[src/rtl/fallthrough_fifo.sv]
// First-word-fall-through FIFO: the head word sits in a register on dout, so no read request is needed to see it.
// Define FALLTHROUGH_FIFO_ERRCHK_EN to build the sticky overflow/underflow flags.
module fallthrough_fifo #(
  parameter int WIDTH               = 72,
  parameter int MAX_DEPTH_BITS      = 3,
  parameter int PROG_FULL_THRESHOLD = (1 << MAX_DEPTH_BITS) - 1
) (
  input  logic                      clk,
  input  logic                      reset,
  input  logic [WIDTH-1:0]          din,
  input  logic                      wr_en,
  input  logic                      rd_en,
  output logic [WIDTH-1:0]          dout,
  output logic                      full,
  output logic                      nearly_full,
  output logic                      empty,
  output logic [MAX_DEPTH_BITS:0]   data_count,
  output logic                      overflow_err,
  output logic                      underflow_err
);

  localparam int AW    = MAX_DEPTH_BITS;
  localparam int CW    = MAX_DEPTH_BITS + 1;
  localparam int DEPTH = 1 << MAX_DEPTH_BITS;

  localparam logic [CW-1:0] DEPTH_C  = CW'(DEPTH);
  localparam logic [CW-1:0] PROG_C   = CW'(PROG_FULL_THRESHOLD);
  localparam logic [CW-1:0] ONE_C    = CW'(1);

  logic [WIDTH-1:0] mem [DEPTH];

  logic [AW-1:0]    wr_ptr_reg, rd_ptr_reg, rd_ptr_inc;
  logic [CW-1:0]    count_reg, count_next;
  logic [WIDTH-1:0] dout_reg, dout_next;
  logic             full_reg, nearly_full_reg, empty_reg;
  logic             wr_acc, rd_acc;

  // A full FIFO refuses writes even when a read frees a slot in the same cycle.
  assign wr_acc     = wr_en && !full_reg;
  assign rd_acc     = rd_en && !empty_reg;
  assign rd_ptr_inc = rd_ptr_reg + 1'b1;

  always_comb begin
    count_next = count_reg;
    if (wr_acc && !rd_acc) begin
      count_next = count_reg + ONE_C;
    end else if (rd_acc && !wr_acc) begin
      count_next = count_reg - ONE_C;
    end
  end

  // Next head: word behind the popped one, or din when it lands in an empty
  // (or just-emptied) FIFO; otherwise dout keeps its last value.
  always_comb begin
    dout_next = dout_reg;
    if (rd_acc) begin
      if (count_reg > ONE_C) begin
        dout_next = mem[rd_ptr_inc];
      end else if (wr_acc) begin
        dout_next = din;
      end
    end else if (empty_reg && wr_acc) begin
      dout_next = din;
    end
  end

  always_ff @(posedge clk) begin
    if (wr_acc) begin
      mem[wr_ptr_reg] <= din;
    end
  end

  always_ff @(posedge clk or negedge reset) begin
    if (!reset) begin
      wr_ptr_reg      <= '0;
      rd_ptr_reg      <= '0;
      count_reg       <= '0;
      dout_reg        <= '0;
      full_reg        <= 1'b0;
      nearly_full_reg <= 1'b0;
      empty_reg       <= 1'b1;
    end else begin
      if (wr_acc) begin
        wr_ptr_reg <= wr_ptr_reg + 1'b1;
      end
      if (rd_acc) begin
        rd_ptr_reg <= rd_ptr_inc;
      end
      count_reg       <= count_next;
      dout_reg        <= dout_next;
      full_reg        <= (count_next == DEPTH_C);
      nearly_full_reg <= (count_next >= PROG_C);
      empty_reg       <= (count_next == '0);
    end
  end

`ifdef FALLTHROUGH_FIFO_ERRCHK_EN
  logic overflow_reg, underflow_reg;

  always_ff @(posedge clk or negedge reset) begin
    if (!reset) begin
      overflow_reg  <= 1'b0;
      underflow_reg <= 1'b0;
    end else begin
      if (wr_en && full_reg) begin
        overflow_reg <= 1'b1;
      end
      if (rd_en && empty_reg) begin
        underflow_reg <= 1'b1;
      end
    end
  end

  assign overflow_err  = overflow_reg;
  assign underflow_err = underflow_reg;
`else
  assign overflow_err  = 1'b0;
  assign underflow_err = 1'b0;
`endif

  assign dout        = dout_reg;
  assign full        = full_reg;
  assign nearly_full = nearly_full_reg;
  assign empty       = empty_reg;
  assign data_count  = count_reg;

endmodule

[config.mk]
export PLATFORM = sky130hd
export DESIGN_NAME = fallthrough_fifo
export DESIGN_NICKNAME = d
export VERILOG_FILES = /design/src/rtl/fallthrough_fifo.sv
export SDC_FILE = /design/constraint.sdc
export NUM_CORES = 1
export LEC_CHECK = 0
export BUFFER_PORTS_ARGS = -buffer_cell sky130_fd_sc_hd__buf_2
export CAP_MARGIN = 20
export CORE_MARGIN = 2
export CORE_UTILIZATION = 55
export DETAILED_ROUTE_END_ITERATION = 12
export GPL_TIMING_DRIVEN = 0
export PLACE_DENSITY_LB_ADDON = 0.12
export SLEW_MARGIN = 0
export SYNTH_ARGS = -nofsm -noshare
export SYNTH_HDL_FRONTEND = slang
export SYNTH_SLANG_ARGS = --single-unit
[constraint.sdc]
create_clock -name clk -period 9.65 [get_ports clk]
set_clock_uncertainty 0.15 [all_clocks]
set_input_delay 0.4825 -clock clk [delete_from_list [all_inputs] [get_ports clk]]
set_output_delay 0.4825 -clock clk [all_outputs]
set_load 0.05 [all_outputs]
=== After elaboration in Yosys (flattened, before gate mapping) ===
Memories as Yosys holds them, arrays and structs flattened.
Index checks and enable logic that the tools add are counted.

* Register bits: 85
* Output and inout port bits: 81
* Logic and storage cells: 36
* Input port bits: 76
* Memories: 1
* Memory bits (writable): 576

* Add/sub/neg operators: 4
* Equal/unequal tests: 2
* Reductions and logical operators: 12
* Order comparisons: 2
* Mux-type cells: 8

{| class="wikitable"
|+ Memory list
! memory !! depth !! width !! read ports !! clocked after Yosys merged registers in !! write ports !! RTL line !! RTL
|-
| mem || 8 || 72 || 1 || 0 || 1 || 30 || <nowiki>logic [WIDTH-1:0] mem [DEPTH];</nowiki>
|}

{| class="wikitable"
|+ Operators by type and width
! operator !! count
|-
| 72-bit two-way mux || 4
|-
| 4-bit two-way mux || 2
|-
| 3-bit by 1-bit adder with 3-bit output (second input constant) || 2
|-
| 1-bit logical AND || 5
|-
| 4-bit by 1-bit adder with 4-bit output (second input constant) || 1
|-
| 4-bit == test (second input constant) || 1
|-
| 4-bit by 3-bit >= comparator with 1-bit output (second input constant) || 1
|-
| 4-bit by 1-bit greater-than comparator with 1-bit output (second input constant) || 1
|-
| 1-bit logical NOT || 4
|-
| 4-bit logical NOT || 1
|-
| 4-bit by 1-bit subtractor with 4-bit output (second input constant) || 1
|-
| 3-bit by 2-bit != test with 1-bit output (second input constant) || 1
|-
| 1-bit two-way mux || 2
|-
| 2-bit AND reduction || 1
|-
| 2-bit nonzero test || 1
|}

=== Logic depth before layout (Yosys ltp) ===
* Depth after elaboration: 7
* Gate-level depth with buffers: 9
* Depth with buffers taken out: 6

=== Worst setup path after synthesis ===
Ideal clock, no wire load.

* Path kind: register to register
* From: register full_reg (netlist: full)
* To: memory mem[0][0] (enable)
* Setup time: 0.679 ns
* Path slack: 1.041 ns
* Data arrival time: 7.779 ns
* Stages on the path, launching flop included: 4
* Clock period less this slack: 8.609 ns
* Data required time: 8.821 ns
* Path buffers: 1
* Cells stage by stage: dfrtp_1 nand2b_1 buf_2 nor4_1

* Cells in the longest elaborated chain, start to end: 4

{| class="wikitable"
|+ Ends and longest elaborated chain
! what !! RTL line !! RTL
|-
| start: declaration || 35 || <nowiki>logic full_reg, nearly_full_reg, empty_reg;</nowiki>
|-
| start signal: assignment || 91 || <nowiki>full_reg <= (count_next == DEPTH_C);</nowiki>
|-
| 1-bit logical NOT || 39 || <nowiki>assign wr_acc = wr_en && !full_reg;</nowiki>
|-
| 1-bit logical AND || 39 ||
|-
| 1-bit two-way mux || 68 || <nowiki>if (wr_acc) begin</nowiki>
|-
| 1-bit two-way mux (implied by the code) || 69 || <nowiki>mem[wr_ptr_reg] <= din;</nowiki>
|-
| end: declaration || 30 ||
|}

Every way passes these cells.

=== Final worst setup path ===
* From: register count_reg[0] (netlist: data_count[0])
* To: register dout_reg[29] (netlist: dout[29])

* Cells in the longest elaborated chain, start to end: 3
* Elaborated cells on any way between the ends: 5
* Classes of those cells: order compare: 1; eq/ne: 1; mux: 2; reduce/logical: 1

{| class="wikitable"
|+ Ends and longest elaborated chain
! what !! RTL line !! RTL
|-
| start: declaration || 33 || <nowiki>logic [CW-1:0] count_reg, count_next;</nowiki>
|-
| start signal: assignment || 89 || <nowiki>count_reg <= count_next;</nowiki>
|-
| 4-bit by 1-bit greater-than comparator with 1-bit output (*) || 57 || <nowiki>if (count_reg > ONE_C) begin</nowiki>
|-
| 3-bit by 2-bit != test with 1-bit output (no source line) / 72-bit two-way mux (equally long branches) || - ||
|-
| 2-bit AND reduction (no source line) / 72-bit two-way mux (equally long branches) || - ||
|-
| end signal: assignment || 90 || <nowiki>dout_reg <= dout_next;</nowiki>
|-
| end: declaration || 34 || <nowiki>logic [WIDTH-1:0] dout_reg, dout_next;</nowiki>
|}

Every way passes the cells marked *; elsewhere a longest branch is shown, timed or not.
A chain may end at the register's enable or synchronous reset.

==> flow_summary.ini <==
[floorplanning]
die_width_um = 222
num_rows = 79
die_h_um = 222
die_area_sq_um = 49400
start_util_pct = 56.0
ios = 157
core_sq_um = 46800

[sta]
setup_viol = 0
hold_violations = 0
fmax_ghz = 0.309
drv_slew = 0
rsz0062_at_grt = no
post-route-min-period_ns = 3.23
finalHoldWorstSlack_ns = 0.0277
fin_crit_sh_pct = 33.5
relSlewSlack_pct = 30.9
worst_pin_slew_ns = 1.04

[layout]
mostFrequentLayoutCell = edfxtp_1
fill_cells = 3243
layout_common_cells = 576 x edfxtp_1, 180 x buf_2, 176 x mux2_2
multiInputGateArea_sq_um = 6190
nNetsFinal = 1837
seq_area_sq_um = 19400
largest_register_ffs = 576
area_delta_synth_final_pct = 17.9
drive_above_1_share_pct = 31.0

[critical_path]
arrival_ns = 3.58
cpMostUsedCell = clkbuf_1
max_stage_delay_ns = 0.75
endpoint_kind = flip-flop
path_cells = clkbuf_1, inv_1, ha_1, nor2_1, o31ai_4, buf_16, buf_2, clkbuf_1, nand2_1, o21ai_1
crit_type = flip-flop to flip-flop
slowest_stage = clkbuf_1
cp.required_ns = 10.00
crit_fanout = 10
critPathLaunchType = flip-flop

[clock_tree]
cts_resized = 0
clock_sinks = 661
hold_buffers = 4
clock_latency_ns = 0.60
clk_pin_slew_ns = 0.06
clk_path_buf_depth = 3
cts-root-buf = clkbuf_16
htreeDepth = 3
cts_tree = done
cts_buffers = 68
post_cts_buffers = 0

[synthesis]
synthFlopType = edfxtp_1
yosys.area_share.xor_xnor_pct = 0.330
synth.yosys.warnings = 0
synthAdderAreaFrac_pct = 0.239
netlist_area_sq_um = 26200
synthMuxAreaShare_pct = 14.8
synth_top_family_by_area = multiplexers
synth_seq_cells = 661
syn_inst = 1466
avgSynthCellArea_sq_um = 17.9
synthSimpleGateAreaFrac_pct = 1.86
async_flop_share_pct = 12.9
synth-edff-count = 576
synth_compound_area_share_pct = 6.15
synth_cell_types = 39
ys_seq_area_share_pct = 74.2

[global_route]
grtUsageTotal_pct = 24.7
grt_pass1_wl_um = 90200
grt_pass1_vias = 14600
grt_max_degree = 53
antenna_found_initial = 6
grt-ovfl-total = 0

[drt]
first_pass_iters = 5
ant_nets = 0
drc = 0
viasPerCell = 5.91
first_iter_violations = 1168
vias = 14300
wl_per_cell_um = 24.8
routed_wl_um = 60100

[run]
maxCapViolCount = 0

[place]
io_buffers = 154
dp_hpwl_um = 39500
routabilityCongestion = 0.730

[power_and_ir_drop]
power_leakage_nw = 11.2
power_per_cell_area_nw_per_um2 = 379
max-vdd-ir-drop_mv = 0.250
p_total_w = 0.0117

[min_path]
min_path_type = primary input to flip-flop

[outcome]
status = finished, final reports clean
-- report_power, final --
part	leakage [nW]	internal [W]	switching (W)
Sequential	6.24	0.00369	0.000184
Combinational	3.90	0.00208	0.00315
Clock	1.10	0.00157	0.00104
Total	11.2	0.00734	0.00437
-- cell usage after synthesis, types with 4 or more instances --
library cell	count	area share (%)
a221o_1	72	2.8
buf_4	20	0.57
xnor2_1	7	0.23
mux2_2	176	7.6
ha_1	5	0.24
nand2b_1	4	0.096
buf_12	9	0.69
clkbuf_1	28	0.40
mux2i_1	144	5.5
buf_2	27	0.52
mux2_1	41	1.8
o22ai_1	72	1.7
dfrtp_1	84	8.0
o21ai_1	72	1.4
edfxtp_1	576	66
nor3_1	8	0.15
nand2_1	85	1.2
nor2_1	9	0.13
-- per-stage QoR --
stage | instance area (sq um) | setup TNS (ns) | utilization [%] | setup slack (ns) | instances
final | 30900 | 0 | 66.0 | 6.42 | 2419
after global routing | 30900 | 0 | 66.0 | 6.28 | 2419
after CTS | 30900 | 0 | 66.0 | 6.38 | 2417
after detailed placement | 28600 | 0 | 61.1 | 6.41 | 2289
after global placement | 27700 | -922.08 | 59.3 | -5.47 | 2228
after floorplan | 26200 | 0 | - | 1.04 | 1467
-- cells by family after synthesis --
kind of cell / Yosys count
fa+ha+maj: 5
flops: 661
buf+inv: 89
mux: 361
xor+xnor: 9
other cells: 1
compound gates: 225
simple gates: 115
-- area by class of cell --
class	instances	area share (%)
clock buffers	104	6.65
inverters	2	0.0243
multi-input cells	717	20.0
diodes	2	0.0162
flip-flops and latches	661	62.9
repair buffers	219	5.29
plain buffers	87	1.97
clock inverters	20	0.628
well taps	607	2.46
-- critical path: cells and delay by family, from the launching register on --
kind	cells	cell delay (ns)
simple gates	2	0.18
flops	1	0.42
compound gates	2	0.57
fa+ha+maj	1	0.16
buf+inv	5	1.64
-- path summary, 6_finish.rpt --
path / startpoint / to / slack (ns) / cells past startpoint
max reg2reg: data_count[0] / dout[29] / 6.42 / 10
min: din[51] / mem[7][51] / 0.03 / 1
min reg2reg: rd_ptr_reg[1] / rd_ptr_reg[1] / 0.35 / 2
max in group asynchronous: reset / empty / 8.33 / 3
max: data_count[0] / dout[29] / 6.42 / 10
min in group asynchronous: reset / dout[39] / 0.26 / 2
-- metal layers --
layer | wire [um] | share of wire (%) | global-route usage, %
met5 | 35 | 0.058 | 0
met4 | 1380 | 2.3 | 8.54
met3 | 3440 | 5.7 | 3.87
met2 | 30200 | 50 | 41.6
met1 | 25000 | 42 | 33.0
(Power assumes the default switching activity.)
